`src/rtl/esdi_pkg.sv`:
```
// Shared types and constants for the ESDI serial command/status engine.
package esdi_pkg;

    localparam int ESDI_WORD_BITS = 17;
    localparam int ESDI_DATA_BITS = 16;

    typedef enum logic [2:0] {
        IDLE,
        TX_SETUP,
        TX_REQ,
        TX_REL,
        RX_REQ,
        RX_REL,
        FINISH
    } state_t;

    // Bit appended to a data word so the full word carries an odd count of ones.
    function automatic logic parity_bit(input logic [ESDI_DATA_BITS-1:0] data);
        return ~^data;
    endfunction

endpackage

```
`src/rtl/esdi_sync2.sv`:
```
// Two-flop synchronizer for one asynchronous drive line.
module esdi_sync2 (
    input  logic clk,
    input  logic rst,
    input  logic d,
    output logic q
);

    logic meta;

    // NOTE: non-blocking assignments let both flops sample on the same edge,
    // giving two real register stages instead of one collapsed wire.
    always_ff @(posedge clk) begin
        if (rst) begin
            meta <= 1'b0;
            q    <= 1'b0;
        end else begin
            meta <= d;
            q    <= meta;
        end
    end

endmodule

```
`src/rtl/esdi_serial_link.sv`:
```
// Bit-serial ESDI command transmitter and status/config word receiver.
// Line outputs are active-low; the top level inverts them onto the cable.
module esdi_serial_link
    import esdi_pkg::*;
#(
    parameter int SETUP_CYCLES   = 8,
    parameter int TIMEOUT_CYCLES = 1_000_000
) (
    input  logic                      clk,
    input  logic                      rst,
    input  logic                      cmd_valid,
    output logic                      cmd_ready,
    input  logic [ESDI_DATA_BITS-1:0] cmd_word,
    input  logic [1:0]                cmd_resp_words,
    output logic                      resp_valid,
    output logic [ESDI_DATA_BITS-1:0] resp_word,
    output logic                      resp_parity_err,
    output logic                      done,
    output logic                      timeout,
    output logic                      esdi_transfer_req,
    output logic                      esdi_command_data,
    input  logic                      esdi_transfer_ack,
    input  logic                      esdi_confstat_data
);

    localparam int CNT_MAX = (TIMEOUT_CYCLES > SETUP_CYCLES) ? TIMEOUT_CYCLES : SETUP_CYCLES;
    localparam int CNT_W   = $clog2(CNT_MAX + 1);
    localparam logic [CNT_W-1:0] SETUP_LAST   = CNT_W'(SETUP_CYCLES - 1);
    localparam logic [CNT_W-1:0] TIMEOUT_LAST = CNT_W'(TIMEOUT_CYCLES - 1);
    localparam logic [4:0]       LAST_BIT     = 5'(ESDI_WORD_BITS - 1);

    state_t                    state;
    logic                      ack_s;
    logic                      dat_s;
    logic [CNT_W-1:0]          cnt;
    logic [ESDI_DATA_BITS-1:0] tx_shift;   // bits still queued behind the one on the line
    logic [ESDI_WORD_BITS-1:0] rx_shift;
    logic [4:0]                bit_cnt;
    logic [1:0]                words_left;
    logic                      in_wait;
    logic                      ack_event;
    logic                      expired;

    esdi_sync2 u_sync_ack (.clk(clk), .rst(rst), .d(esdi_transfer_ack),  .q(ack_s));
    esdi_sync2 u_sync_dat (.clk(clk), .rst(rst), .d(esdi_confstat_data), .q(dat_s));

    // Request states wait for ACK high, release states wait for ACK low.
    assign in_wait   = state inside {TX_REQ, TX_REL, RX_REQ, RX_REL};
    assign ack_event = (state == TX_REQ || state == RX_REQ) ? ack_s : ~ack_s;
    assign expired   = in_wait && !ack_event && (cnt == TIMEOUT_LAST);

    always_ff @(posedge clk) begin
        if (rst) begin
            state             <= IDLE;
            cnt               <= '0;
            tx_shift          <= '0;
            rx_shift          <= '0;
            bit_cnt           <= '0;
            words_left        <= '0;
            cmd_ready         <= 1'b1;
            resp_valid        <= 1'b0;
            resp_word         <= '0;
            resp_parity_err   <= 1'b0;
            done              <= 1'b0;
            timeout           <= 1'b0;
            esdi_transfer_req <= 1'b1;
            esdi_command_data <= 1'b1;
        end else begin
            resp_valid      <= 1'b0;
            resp_parity_err <= 1'b0;
            done            <= 1'b0;
            timeout         <= 1'b0;
            cnt             <= cnt + 1'b1;

            case (state)
                IDLE: begin
                    cnt <= '0;
                    if (cmd_valid && cmd_ready) begin
                        tx_shift          <= {cmd_word[ESDI_DATA_BITS-2:0], parity_bit(cmd_word)};
                        esdi_command_data <= ~cmd_word[ESDI_DATA_BITS-1];
                        words_left        <= cmd_resp_words;
                        bit_cnt           <= '0;
                        cmd_ready         <= 1'b0;
                        state             <= TX_SETUP;
                    end else begin
                        // Held low through the done cycle so ready rises one cycle later.
                        cmd_ready <= 1'b1;
                    end
                end

                TX_SETUP: begin
                    if (cnt == SETUP_LAST) begin
                        cnt               <= '0;
                        esdi_transfer_req <= 1'b0;
                        state             <= TX_REQ;
                    end
                end

                TX_REQ: begin
                    if (ack_event) begin
                        cnt               <= '0;
                        esdi_transfer_req <= 1'b1;
                        state             <= TX_REL;
                    end
                end

                TX_REL: begin
                    if (ack_event) begin
                        cnt <= '0;
                        if (bit_cnt != LAST_BIT) begin
                            esdi_command_data <= ~tx_shift[ESDI_DATA_BITS-1];
                            tx_shift          <= {tx_shift[ESDI_DATA_BITS-2:0], 1'b0};
                            bit_cnt           <= bit_cnt + 5'd1;
                            state             <= TX_SETUP;
                        end else if (words_left == 2'd0) begin
                            state <= FINISH;
                        end else begin
                            bit_cnt           <= '0;
                            esdi_transfer_req <= 1'b0;
                            state             <= RX_REQ;
                        end
                    end
                end

                RX_REQ: begin
                    if (ack_event) begin
                        cnt               <= '0;
                        rx_shift          <= {rx_shift[ESDI_WORD_BITS-2:0], dat_s};
                        esdi_transfer_req <= 1'b1;
                        state             <= RX_REL;
                    end
                end

                RX_REL: begin
                    if (ack_event) begin
                        cnt <= '0;
                        if (bit_cnt == LAST_BIT) begin
                            resp_valid      <= 1'b1;
                            resp_word       <= rx_shift[ESDI_WORD_BITS-1:1];
                            resp_parity_err <= ~^rx_shift;
                            words_left      <= words_left - 2'd1;
                            bit_cnt         <= '0;
                            if (words_left == 2'd1) begin
                                state <= FINISH;
                            end else begin
                                esdi_transfer_req <= 1'b0;
                                state             <= RX_REQ;
                            end
                        end else begin
                            bit_cnt           <= bit_cnt + 5'd1;
                            esdi_transfer_req <= 1'b0;
                            state             <= RX_REQ;
                        end
                    end
                end

                FINISH: begin
                    cnt   <= '0;
                    done  <= 1'b1;
                    state <= IDLE;
                end

                default: state <= IDLE;
            endcase

            // Abort overrides whatever the wait state scheduled above; a partial
            // word is simply abandoned in the shift register.
            if (expired) begin
                cnt               <= '0;
                esdi_transfer_req <= 1'b1;
                done              <= 1'b1;
                timeout           <= 1'b1;
                state             <= IDLE;
            end
        end
    end

endmodule

```
`config.mk`:
```
export PLATFORM = sky130hd
export DESIGN_NAME = esdi_serial_link
export DESIGN_NICKNAME = d
export VERILOG_FILES = /design/src/rtl/esdi_pkg.sv /design/src/rtl/esdi_sync2.sv /design/src/rtl/esdi_serial_link.sv
export SDC_FILE = /design/constraint.sdc
export NUM_CORES = 1
export LEC_CHECK = 0
export CORE_ASPECT_RATIO = 1.75
export CORE_MARGIN = 1.5
export CORE_UTILIZATION = 40
export CTS_BUF_LIST = sky130_fd_sc_hd__clkbuf_4
export DETAILED_ROUTE_END_ITERATION = 12
export SLEW_MARGIN = 20
export SYNTH_ARGS = -nofsm -noshare
export SYNTH_HDL_FRONTEND = slang
export SYNTH_SLANG_ARGS = --single-unit
```
`constraint.sdc`:
```
create_clock -name clk -period 2.8 [get_ports clk]
set_input_delay 0.28 -clock clk [delete_from_list [all_inputs] [get_ports clk]]
set_output_delay 0.28 -clock clk [all_outputs]
set_load 0.05 [all_outputs]
```
## Word level (Yosys, flattened, before mapping)

Cells that the tools add are included.

| storage, ports and cells | value |
|---|---|
| bits of input ports | 23 |
| bits in registers | 90 |

| operators by class | value |
|---|---|
| add/sub/neg operators | 3 |
| multiplexer cells | 48 |
| bitwise logic cells | 6 |
| reduce and logical (&&, ||, !) cells | 27 |
| equality and inequality tests | 24 |

Operators with widths:

| cell | number |
|---|---|
| 20-bit case mux with 3 select lines | 1 |
| 16-bit two-way mux | 3 |
| 20-bit two-way mux | 2 |
| 16-bit case mux with 2 select lines | 1 |
| 5-bit two-way mux | 6 |
| 3-bit two-way mux | 8 |
| 20-bit by 1-bit adder with 20-bit output (second input constant) | 1 |
| 20-bit == test (second input constant) | 1 |
| 20-bit by 3-bit == test with 1-bit output (second input constant) | 1 |
| 3-bit case mux with 6 select lines | 1 |
| 1-bit two-way mux | 17 |
| 17-bit XNOR reduction | 1 |
| 2-bit inequality test (second input constant) | 8 |
| 16-bit XNOR reduction | 1 |
| 5-bit case mux with 3 select lines | 1 |
| 2-bit two-way mux | 5 |
| 3-bit == test (second input constant) | 3 |
| 4-bit AND reduction | 2 |
| 8-bit AND reduction | 1 |
| 4-bit nonzero test | 2 |
| 4-bit OR reduction | 2 |
| 3-bit by 2-bit == test with 1-bit output (second input constant) | 2 |
| 2-bit by 1-bit inequality test with 1-bit output (second input constant) | 3 |
| 3-bit inequality test (second input constant) | 2 |
| other kinds (23) | 33 |

## Depth between registers and ports, before layout

Gate-level depths: netlist (run 1).

| logic depth | value |
|---|---|
| depth in word-level cells | 7 |
| mapped depth | 11 |

## Cells and area by module

From an unflattened synthesis (run 1), not the netlist that was laid out.

| unflattened totals | value |
|---|---|
| cells, all modules | 497 |
| area, all modules | 4121.5 um2 |

By module, submodules not included:

| module | times used | area each (um2) | cells an instance |
|---|---|---|---|
| esdi_serial_link | 1 | 4016.4 | 489 |
| esdi_sync2 | 2 | 52.6 | 4 |

## Worst setup path before layout (run 1)

No wires, ideal clock.

| timing path | value |
|---|---|
| path kind | register -> register |
| start point | register state[0] |
| end point | register esdi_command_data |
| setup slack | 518 ps |
| library setup time | 120 ps |
| cell stages (with the launch flop) | 12 |
| clock period less this slack | 2282 ps |
| required time | 2680 ps |
| arrival time | 2162 ps |
| cell sequence | dfxtp_1 > buf_6 > buf_2 > nor2_1 > ha_1 > buf_2 > inv_1 > or3_4 > a21oi_4 > buf_6 > mux2i_1 > nand2_1 |

| between the ends | value |
|---|---|
| longest elaborated chain between the ends | 5 |

Ends and longest elaborated chain:

| element | line | RTL |
|---|---|---|
| from (decl) | esdi_serial_link.sv:32 | `state_t state;` |
| from (signal assigned) | esdi_serial_link.sv:54 | `state <= IDLE;` |
| from (signal assigned) | esdi_serial_link.sv:84 | `state <= TX_SETUP;` |
| from (signal assigned) | esdi_serial_link.sv:95 | `state <= TX_REQ;` |
| 3-bit by 2-bit == test with 1-bit output or 3-bit == test (tied branches) | esdi_serial_link.sv:49 | `assign ack_event = (state == TX_REQ \|\| state == RX_REQ) ? ack_s : ~ack_s;` |
| 1-bit logical OR | esdi_serial_link.sv:49 |  |
| 1-bit two-way mux | esdi_serial_link.sv:49 |  |
| 2-bit inequality test (no source line) | n/a |  |
| 4-bit AND reduction (no source line) | n/a |  |
| to (signal assigned) | esdi_serial_link.sv:80 | `esdi_command_data <= ~cmd_word[ESDI_DATA_BITS-1];` |
| to (signal assigned) | esdi_serial_link.sv:111 | `esdi_command_data <= ~tx_shift[ESDI_DATA_BITS-1];` |
| to (decl) | esdi_serial_link.sv:21 | `output logic esdi_command_data,` |

Parallel ways exist; a longest one is shown, timed or not.
A chain may end at the register's enable or synchronous reset.

## Final worst setup path (run 1)

| timing path | value |
|---|---|
| start point | register state[2] |
| end point | register cnt[12] |

| between the ends | value |
|---|---|
| longest elaborated chain between the ends | 7 |

Ends and longest elaborated chain:

| element | line | RTL |
|---|---|---|
| 3-bit by 2-bit == test with 1-bit output or 3-bit == test (tied branches) | esdi_serial_link.sv:48, esdi_serial_link.sv:49, esdi_serial_link.sv:75 |  |
| 1-bit logical OR | esdi_serial_link.sv:49 |  |
| 1-bit two-way mux | esdi_serial_link.sv:49 |  |
| 1-bit zero test | esdi_serial_link.sv:50 | `assign expired = in_wait && !ack_event && (cnt == TIMEOUT_LAST);` |
| 1-bit logical AND (2 in series) | esdi_serial_link.sv:50 |  |
| 2-bit OR reduction (no source line) | n/a |  |
| to (signal assigned) | esdi_serial_link.sv:73 | `cnt <= cnt + 1'b1;` |
| to (decl) | esdi_serial_link.sv:35 | `logic [CNT_W-1:0] cnt;` |

Parallel ways exist; a longest one is shown, timed or not.

==> out/results.txt, run 1 <==
post-DP HPWL - 6.34 mm
maximum vdd drop - 0.315 mV
WHS - 125 ps
setup TNS - 0 ps
DRT Wirelength - 8.78 mm
Critical Path End Type - register
CTS H-Tree Depth - 3
DR vias - 3415
die area - 11200 um^2
Lkg Pwr - 1.76 nW
DRC viols - 0
Final ANT Viol Nets - 0
first-pass GRT wire length - 14.4 mm
r2r setup slk - 390 ps
WP data required - 3150 ps
Critical R2R Launch - state[2]
Hold Path Class - primary input to register
DRT iter0 DRCs - 206
die width - 80.8 um
final count of pins violating max slew - 0
Tcrit/Tclk final - 86.2%
initial antenna violation count - 1
DP Worst Slack - 432 ps
Die Height - 139 um
Worst EP arrival - 2760 ps
status - completed
Final nets - 559
layout cells sized above 1 - 7.10%
hold path startpoint - rst
synthesized area - 4240 um^2
Distinct cells, synth - 52
Setup CP Type - register to register
post-route non-filler standard cell count - 663
Fin. Hold Viols - 0
fin worst setup slack - 386 ps
Post-CTS Hold Fix Bufs - 0
Synth Warn # - 0
worst-skew pair later-pin latency - 470 ps
commonest non-fill, non-tap cells in the layout - dfxtp_1, nand2_1, nor2_1, clkdlybuf4s50_1, xnor2_1
top sig layer - met4
fillers - 1013
largest net degree at the start of global routing - 65
fmax - 414 MHz
CTS clk-pin slew, worst paths - 160 ps
Synth top area share - 42.5%
post-synthesis sequential area ratio - 42.5%
Yosys top cell by area - dfxtp_1
crit path capture - cnt[12]
post_cts resized - 0
Reg-to-Reg End - cnt[12]
met3 WL - 308 um
# rows - 49
asr flop ratio synth - 0%
First-pass DRT Iterations - 4
Vias per Instance - 5.15
number of buffers created by CTS - 9
Layout Skew - 34.0 ps
min Tclk post-route - 2410 ps
RSZ-0062 raised after global routing - false
GRT Overall Usage - 16.4%
worst-margin pin slew - 741 ps
I/O pin count - 46
Syn Inst Count - 491
IO Port Bufs - 45
Initial Utilization - 41.1%
GPL Wtd Cong - 0.848
CTS tree - yes
met2 wire length - 4.50 mm
Setup Buffers After CTS - 0
M1 WL - 3.65 mm
Placed Cells - 646
drt wl/cell - 13.2 um
Mapped Avg Cell Area - 8.63 um^2
Relative slew margins - 50.6%
Syn Nets - 520
vias in the first global route - 3146
clk buf depth - 2
number of enable flip-flop cells after synthesis - 0
MaxCap Viol Count - 0
Pwr per Cell Area - 549 nW/um^2
Critical Path Fanout Max - 20
clk sink count - 90
top cells by area, synth - dfxtp_1, xnor2_1, nand2_1
# setup viols final - 0
total congestion overflow - 0
Critical Path Source - state[2]
Main synth FF type - dfxtp_1
commonest non-fill, non-tap cell in the layout - dfxtp_1
Worst R2R Path Depth - 9
crit start category - register
Core ar. - 10300 um^2
clock root cell - clkbuf_4
Synth Register Bits - 90
Area growth syn-to-layout - 15.7%
-- power by group --
group / switching [mW] / internal [mW] / total, mW
clock: 0.496 / 0.209 / 0.705
sequential: 0.0472 / 1.36 / 1.41
combinational: 0.336 / 0.242 / 0.578
-- final cells by class --
type                            count  area (um^2)  share of cell area, %
Clock inverter                      7         67.6                   1.38
Tap cell                          127          159                   3.24
Inverter                           11         41.3                  0.842
Sequential cell                    90         1800                   36.8
Antenna cell                        1         2.50                 0.0511
Clock buffer                        9         67.6                   1.38
Timing Repair Buffer               56          528                   10.8
Multi-Input combinational cell    362         2230                   45.6
-- per-layer routing --
metal,vias to the layer above,GRT usage (%)
met3,24,3.42
met1,1566,18.9
met2,75,28.0
li1,1750,-
met4,0,7.89
met5,-,0
-- critical path, stage by stage (launching register included) --
cell and delay (ps):
dfxtp_1 350, xnor2_1 200, nor2_1 70, ha_1 310, nand2b_1 170, or4_4 540, o31ai_4 250, a21o_1 120
buf_4 230, nor2_1 80
-- sequential cells by signal, indices dropped and copies added (netlist names), 2 cells and up --
name / count
bit_cnt: 5
resp_word: 16
cnt: 20
state: 3
rx_shift: 17
tx_shift: 16
words_left: 2
-- kinds of logic (layout without fill, tap and decap cells) --
logic type,Yosys count,in the layout,share of synthesized area [%]
simple gates,200,200,22.2
flops,90,90,42.5
compound gates,85,85,13.2
xor+xnor,53,53,11.3
buf+inv,39,83,4.75
mux,18,18,4.25
fa+ha+maj,6,6,1.77
other cells,0,1,0
-- per-stage QoR --
step	power, mW	util (%)	area [um^2]
final	2.69	47.6	4900
after global routing	2.85	47.6	4900
after CTS	2.73	47.6	4900
after detailed placement	2.02	46.2	4760
after global placement	2.01	46.2	4760
after floorplan	1.88	-	4240
-- synth_stat cells, types with 2 or more instances --
library cell	instances
buf_2	8
mux2i_1	18
xnor2_1	42
nor3_1	12
nor4_1	2
a211oi_1	15
a21oi_1	38
and3_2	2
xor2_1	10
ha_1	6
clkbuf_1	12
nor2_1	48
and4_1	3
o21ai_0	15
nand4b_1	2
and3b_1	3
inv_1	11
buf_4	4
nand3b_1	3
a221oi_1	3
nand2b_1	2
a21o_1	2
nor4b_1	2
o22ai_1	2
nor2b_1	7
and3_1	3
dfxtp_1	90
buf_6	4
nand2_1	85
nand3_1	13
nand4_1	3
-- worst min-delay path by stage --
stage                                  to  slack [ps]  cells after the start
after global routing            cmd_ready         140                      3
after global placement             cnt[0]         420                      1
after detailed placement     u_sync_ack.q         430                      1
after floorplan           u_sync_ack.meta         410                      1
final                           cmd_ready         120                      3
after CTS                       cmd_ready         100                      3
(Power assumes the default switching activity.)
==> inputs of run 2 (changes only) <==
- CORE_MARGIN: 1.5 -> 2
==> run 2 against run 1 <==
Compared with the run above:
- maximum frequency grew 0.68%
- routed wire length grew 1.8%
- total power grew 2.2%
- largest cell class unchanged
- die area grew 2.0%
- worst hold slack gained 160 ps
- combinational power grew 3%
- count of clock-buffer cells in the layout grew 2
- critical path type unchanged
- critical endpoint is now cnt[9]
==> out/results.txt, run 2 (synthesis results as in run 1) <==
status - completed
# rows - 49
Fin. Hold Viols - 0
maximum vdd drop - 0.378 mV
Hold Path Class - primary input to register
clk buf depth - 2
DR vias - 3392
post-route non-filler standard cell count - 662
First-pass DRT Iterations - 4
Initial Utilization - 41.1%
DRC viols - 0
DRT Wirelength - 8.94 mm
final count of pins violating max slew - 0
largest net degree at the start of global routing - 38
Layout Skew - 23.2 ps
Final nets - 559
vias in the first global route - 3330
worst-skew pair later-pin latency - 450 ps
CTS clk-pin slew, worst paths - 150 ps
MaxCap Viol Count - 0
GRT Overall Usage - 16.6%
post-DP HPWL - 6.56 mm
fmax - 417 MHz
Setup CP Type - register to register
GPL Wtd Cong - 0.873
Setup Buffers After CTS - 0
Placed Cells - 646
clk sink count - 90
Pwr per Cell Area - 560 nW/um^2
commonest non-fill, non-tap cell in the layout - dfxtp_1
Core ar. - 10300 um^2
Top reg by flops - cnt
# setup viols final - 0
Area growth syn-to-layout - 16.2%
worst-margin pin slew - 794 ps
fillers - 1067
Critical Path End Type - register
min Tclk post-route - 2400 ps
IO Port Bufs - 45
setup TNS - 0 ps
total congestion overflow - 0
die area - 11500 um^2
post_cts resized - 0
drt wl/cell - 13.5 um
Inserted Diodes - 0
DRT iter0 DRCs - 151
clock root cell - clkbuf_4
Relative slew margins - 47.0%
Die Height - 140 um
Final ANT Viol Nets - 0
RSZ-0062 raised after global routing - false
number of buffers created by CTS - 9
die width - 81.8 um
Vias per Instance - 5.12
I/O pin count - 46
WP data required - 3130 ps
Worst EP arrival - 2730 ps
CTS H-Tree Depth - 3
Tcrit/Tclk final - 85.6%
Post-CTS Hold Fix Bufs - 0
Critical Path Fanout Max - 20
commonest non-fill, non-tap cells in the layout - dfxtp_1, nand2_1, nor2_1, clkdlybuf4s50_1, xnor2_1
CTS tree - yes
first-pass GRT wire length - 15.1 mm
Largest register FFs - 20
Lkg Pwr - 1.76 nW
largest registers - cnt: 20 flops, rx_shift: 17 flops
crit start category - register
initial antenna violation count - 0
layout cells sized above 1 - 7.10%
==> run 2: cell count changes in the layout (fill, tap and decap cells not counted), sizes merged <==
cell	delta
bufinv	+1
clkbuf	+2
clkinvlp	+1
diode	-1
inv	-4
==> run 2: area by class of cell <==
| class | instances | area, um^2 | area share [%] |
|---|---|---|---|
| multi-input combinational | 362 | 2230 | 45.4 |
| sequential | 90 | 1800 | 36.6 |
| timing repair buffer | 56 | 541 | 11.0 |
| tap | 127 | 159 | 3.23 |
| clock buffer | 11 | 82.6 | 1.68 |
| clock inverter | 5 | 62.6 | 1.27 |
| inverter | 11 | 41.3 | 0.839 |
==> run 2: where the power goes <==
group | internal, mW | switching [mW] | total (mW)
registers | 1.36 | 0.0483 | 1.41
clock network | 0.297 | 0.451 | 0.748
logic | 0.253 | 0.342 | 0.594
total | 1.91 | 0.841 | 2.75
==> run 2: path summary, 6_finish.rpt <==
path | slack [ps] | start | cells past startpoint | end
worst max-delay path | 400 | state[2] | 9 | cnt[9]
worst min-delay path | 290 | rst | 2 | u_sync_dat.meta
worst max register to register | 400 | state[2] | 9 | cnt[9]
worst min register to register | 450 | cnt[0] | 1 | cnt[0]
==> run 2: layer usage <==
metal | share of wire (%) | global-route usage, %
met2 | 52 | 28.9
met3 | 2.9 | 3.48
met4 | 1.8 | 6.32
met5 | 0 | 0
met1 | 43 | 19.5
==> run 2: per-stage QoR <==
step	worst slack (ps)	power, mW	util [%]	cell area (um^2)	hold slack, ps
after floorplan	518	1.88	-	4240	408
after global placement	470	2.02	46.4	4780	421
after detailed placement	407	2.03	46.4	4780	428
after CTS	389	2.79	47.8	4920	264
after global routing	171	2.90	47.8	4920	305
final	402	2.75	47.8	4920	287
==> run 2: critical path: stages, from the launching register on <==
cell and delay (ps):
dfxtp_1 340, xnor2_1 210, nor2_1 70, ha_1 300, nand2b_1 160, or4_4 530
o31ai_4 260, a21o_1 120, buf_4 230, nor2_1 80
==> inputs of run 3 (changes only) <==
- CORE_MARGIN: 2 -> 5
- SLEW_MARGIN: 20 -> unset
==> run 3 against run 2 <==
Compared with the run above:
- first-iteration DRC count grew 28%
- register-to-register slack gained 30 ps
- total power shrank 0.89%
- combinational power shrank 2%
- cell count shrank 0.15%
- maximum frequency grew 1.2%
- clock power shrank 2%
- critical endpoint is now cnt[19]
- largest cell class unchanged
- routed wire length grew 3.4%
- count of clock-buffer cells in the layout shrank 1
==> out/results.txt, run 3 (synthesis results as in run 1) <==
commonest non-fill, non-tap cells in the layout - dfxtp_1, nand2_1, nor2_1, clkdlybuf4s50_1, xnor2_1
Worst EP arrival - 2700 ps
largest net degree at the start of global routing - 37
First-pass DRT Iterations - 7
area occupied by multi-input gates - 2230 um^2
crit start category - register
Critical R2R Launch - state[2]
worst-skew pair later-pin latency - 450 ps
Vias per Instance - 5.21
Critical Path Fanout Max - 20
Inserted Diodes - 0
Area growth syn-to-layout - 15.7%
status - completed
Initial Utilization - 41.1%
Clock power frac - 27.0%
DRT Wirelength - 9.24 mm
DR vias - 3441
IO Port Bufs - 45
min Tclk post-route - 2370 ps
Lkg Pwr - 1.75 nW
worst-margin pin slew - 797 ps
DRT iter0 DRCs - 193
Placed Cells - 646
post_cts resized - 0
Post-CTS Hold Fix Bufs - 0
GRT Overall Usage - 14.9%
CTS H-Tree Depth - 3
Combinational Power Share - 21.3%
hold path startpoint - rst
register share of total power - 51.7%
setup TNS - 0 ps
Critical Path Source - state[2]
Setup Buffers After CTS - 0
Largest register FFs - 20
# rows - 49
Switch Pwr - 840 uW
die area - 12800 um^2
total congestion overflow - 0
Die Height - 146 um
RSZ-0062 raised after global routing - false
clk sink count - 90
maximum vdd drop - 0.397 mV
# setup viols final - 0
fin worst setup slack - 430 ps
initial antenna violation count - 0
clock root cell - clkbuf_4
GRT busiest layer - met2
internal power - 1.89 mW
layout cells sized above 1 - 6.93%
CTS tree - yes
Final nets - 559
post-DP HPWL - 6.71 mm
Hold Path Class - primary input to register
commonest non-fill, non-tap cell in the layout - dfxtp_1
post-route non-filler standard cell count - 661
hold path cells - 2
Sw Share - 30.8%
Pwr per Cell Area - 557 nW/um^2
DRC viols - 0
met1 usage - 16.7%
die width - 87.8 um
Fin. Hold Viols - 0
fmax - 422 MHz
Critical Path End Type - register
WHS - 302 ps
fillers - 1063
grt met3 use - 3.27%
MaxCap Viol Count - 0
vias in the first global route - 3283
clk buf depth - 2
DP Worst Slack - 451 ps
Core ar. - 10300 um^2
drt wl/cell - 14.0 um
I/O pin count - 46
post-layout util - 47.6%
WP data required - 3130 ps
Relative slew margins - 46.9%
Tcrit/Tclk final - 84.6%
number of buffers created by CTS - 9
Layout Skew - 20.0 ps
met2 Use GR - 26.6%
GPL Wtd Cong - 0.859
Setup CP Type - register to register
largest registers - cnt: 20 flops, rx_shift: 17 flops
Final ANT Viol Nets - 0
Top reg by flops - cnt
final count of pins violating max slew - 0
first-pass GRT wire length - 15.4 mm
CTS clk-pin slew, worst paths - 150 ps
Worst R2R Path Depth - 9
Register Area - 1800 um^2
run 3: layer usage:
metal,wire length [um],vias to the layer above
met5,0,-
met4,176,0
met3,403,14
met2,4900,64
met1,3760,1610
li1,-,1753
run 3: power by group through the flow:
stage	clock, mW	sequential, mW	combinational, mW
CTS	0.764	1.41	0.585
floorplan	0	1.46	0.419
finish	0.736	1.41	0.582
global placement	0	1.44	0.574
global route	0.811	1.42	0.639
detailed placement	0	1.44	0.582
run 3: final timing paths:
kind	endpoint	slack (ps)
worst max-delay path	cnt[19]	430
worst min-delay path	resp_valid	300
worst max register to register	cnt[19]	430
worst min register to register	cnt[0]	450
run 3: per-stage QoR:
step | cell area (um^2) | total power, mW
after floorplan | 4240 | 1.88
after global placement | 4760 | 2.01
after detailed placement | 4760 | 2.02
after CTS | 4900 | 2.76
after global routing | 4900 | 2.87
final | 4900 | 2.73
run 3: critical path, cell delays in order, from the launching register on:
cell and delay [ps]:
dfxtp_1 340, xnor2_1 190, nor2_1 60, ha_1 300, nand2b_1 160, or4_4 530, o31ai_4 250, a21o_1 120
buf_4 230, nor2_1 70
run 3: final cells by class:
cell class | count | share of cell area, %
clock buffer | 10 | 1.53
inverter | 11 | 0.842
multi-input combinational | 362 | 45.6
timing repair buffer | 56 | 10.8
sequential | 90 | 36.8
tap | 127 | 3.24
clock inverter | 5 | 1.28
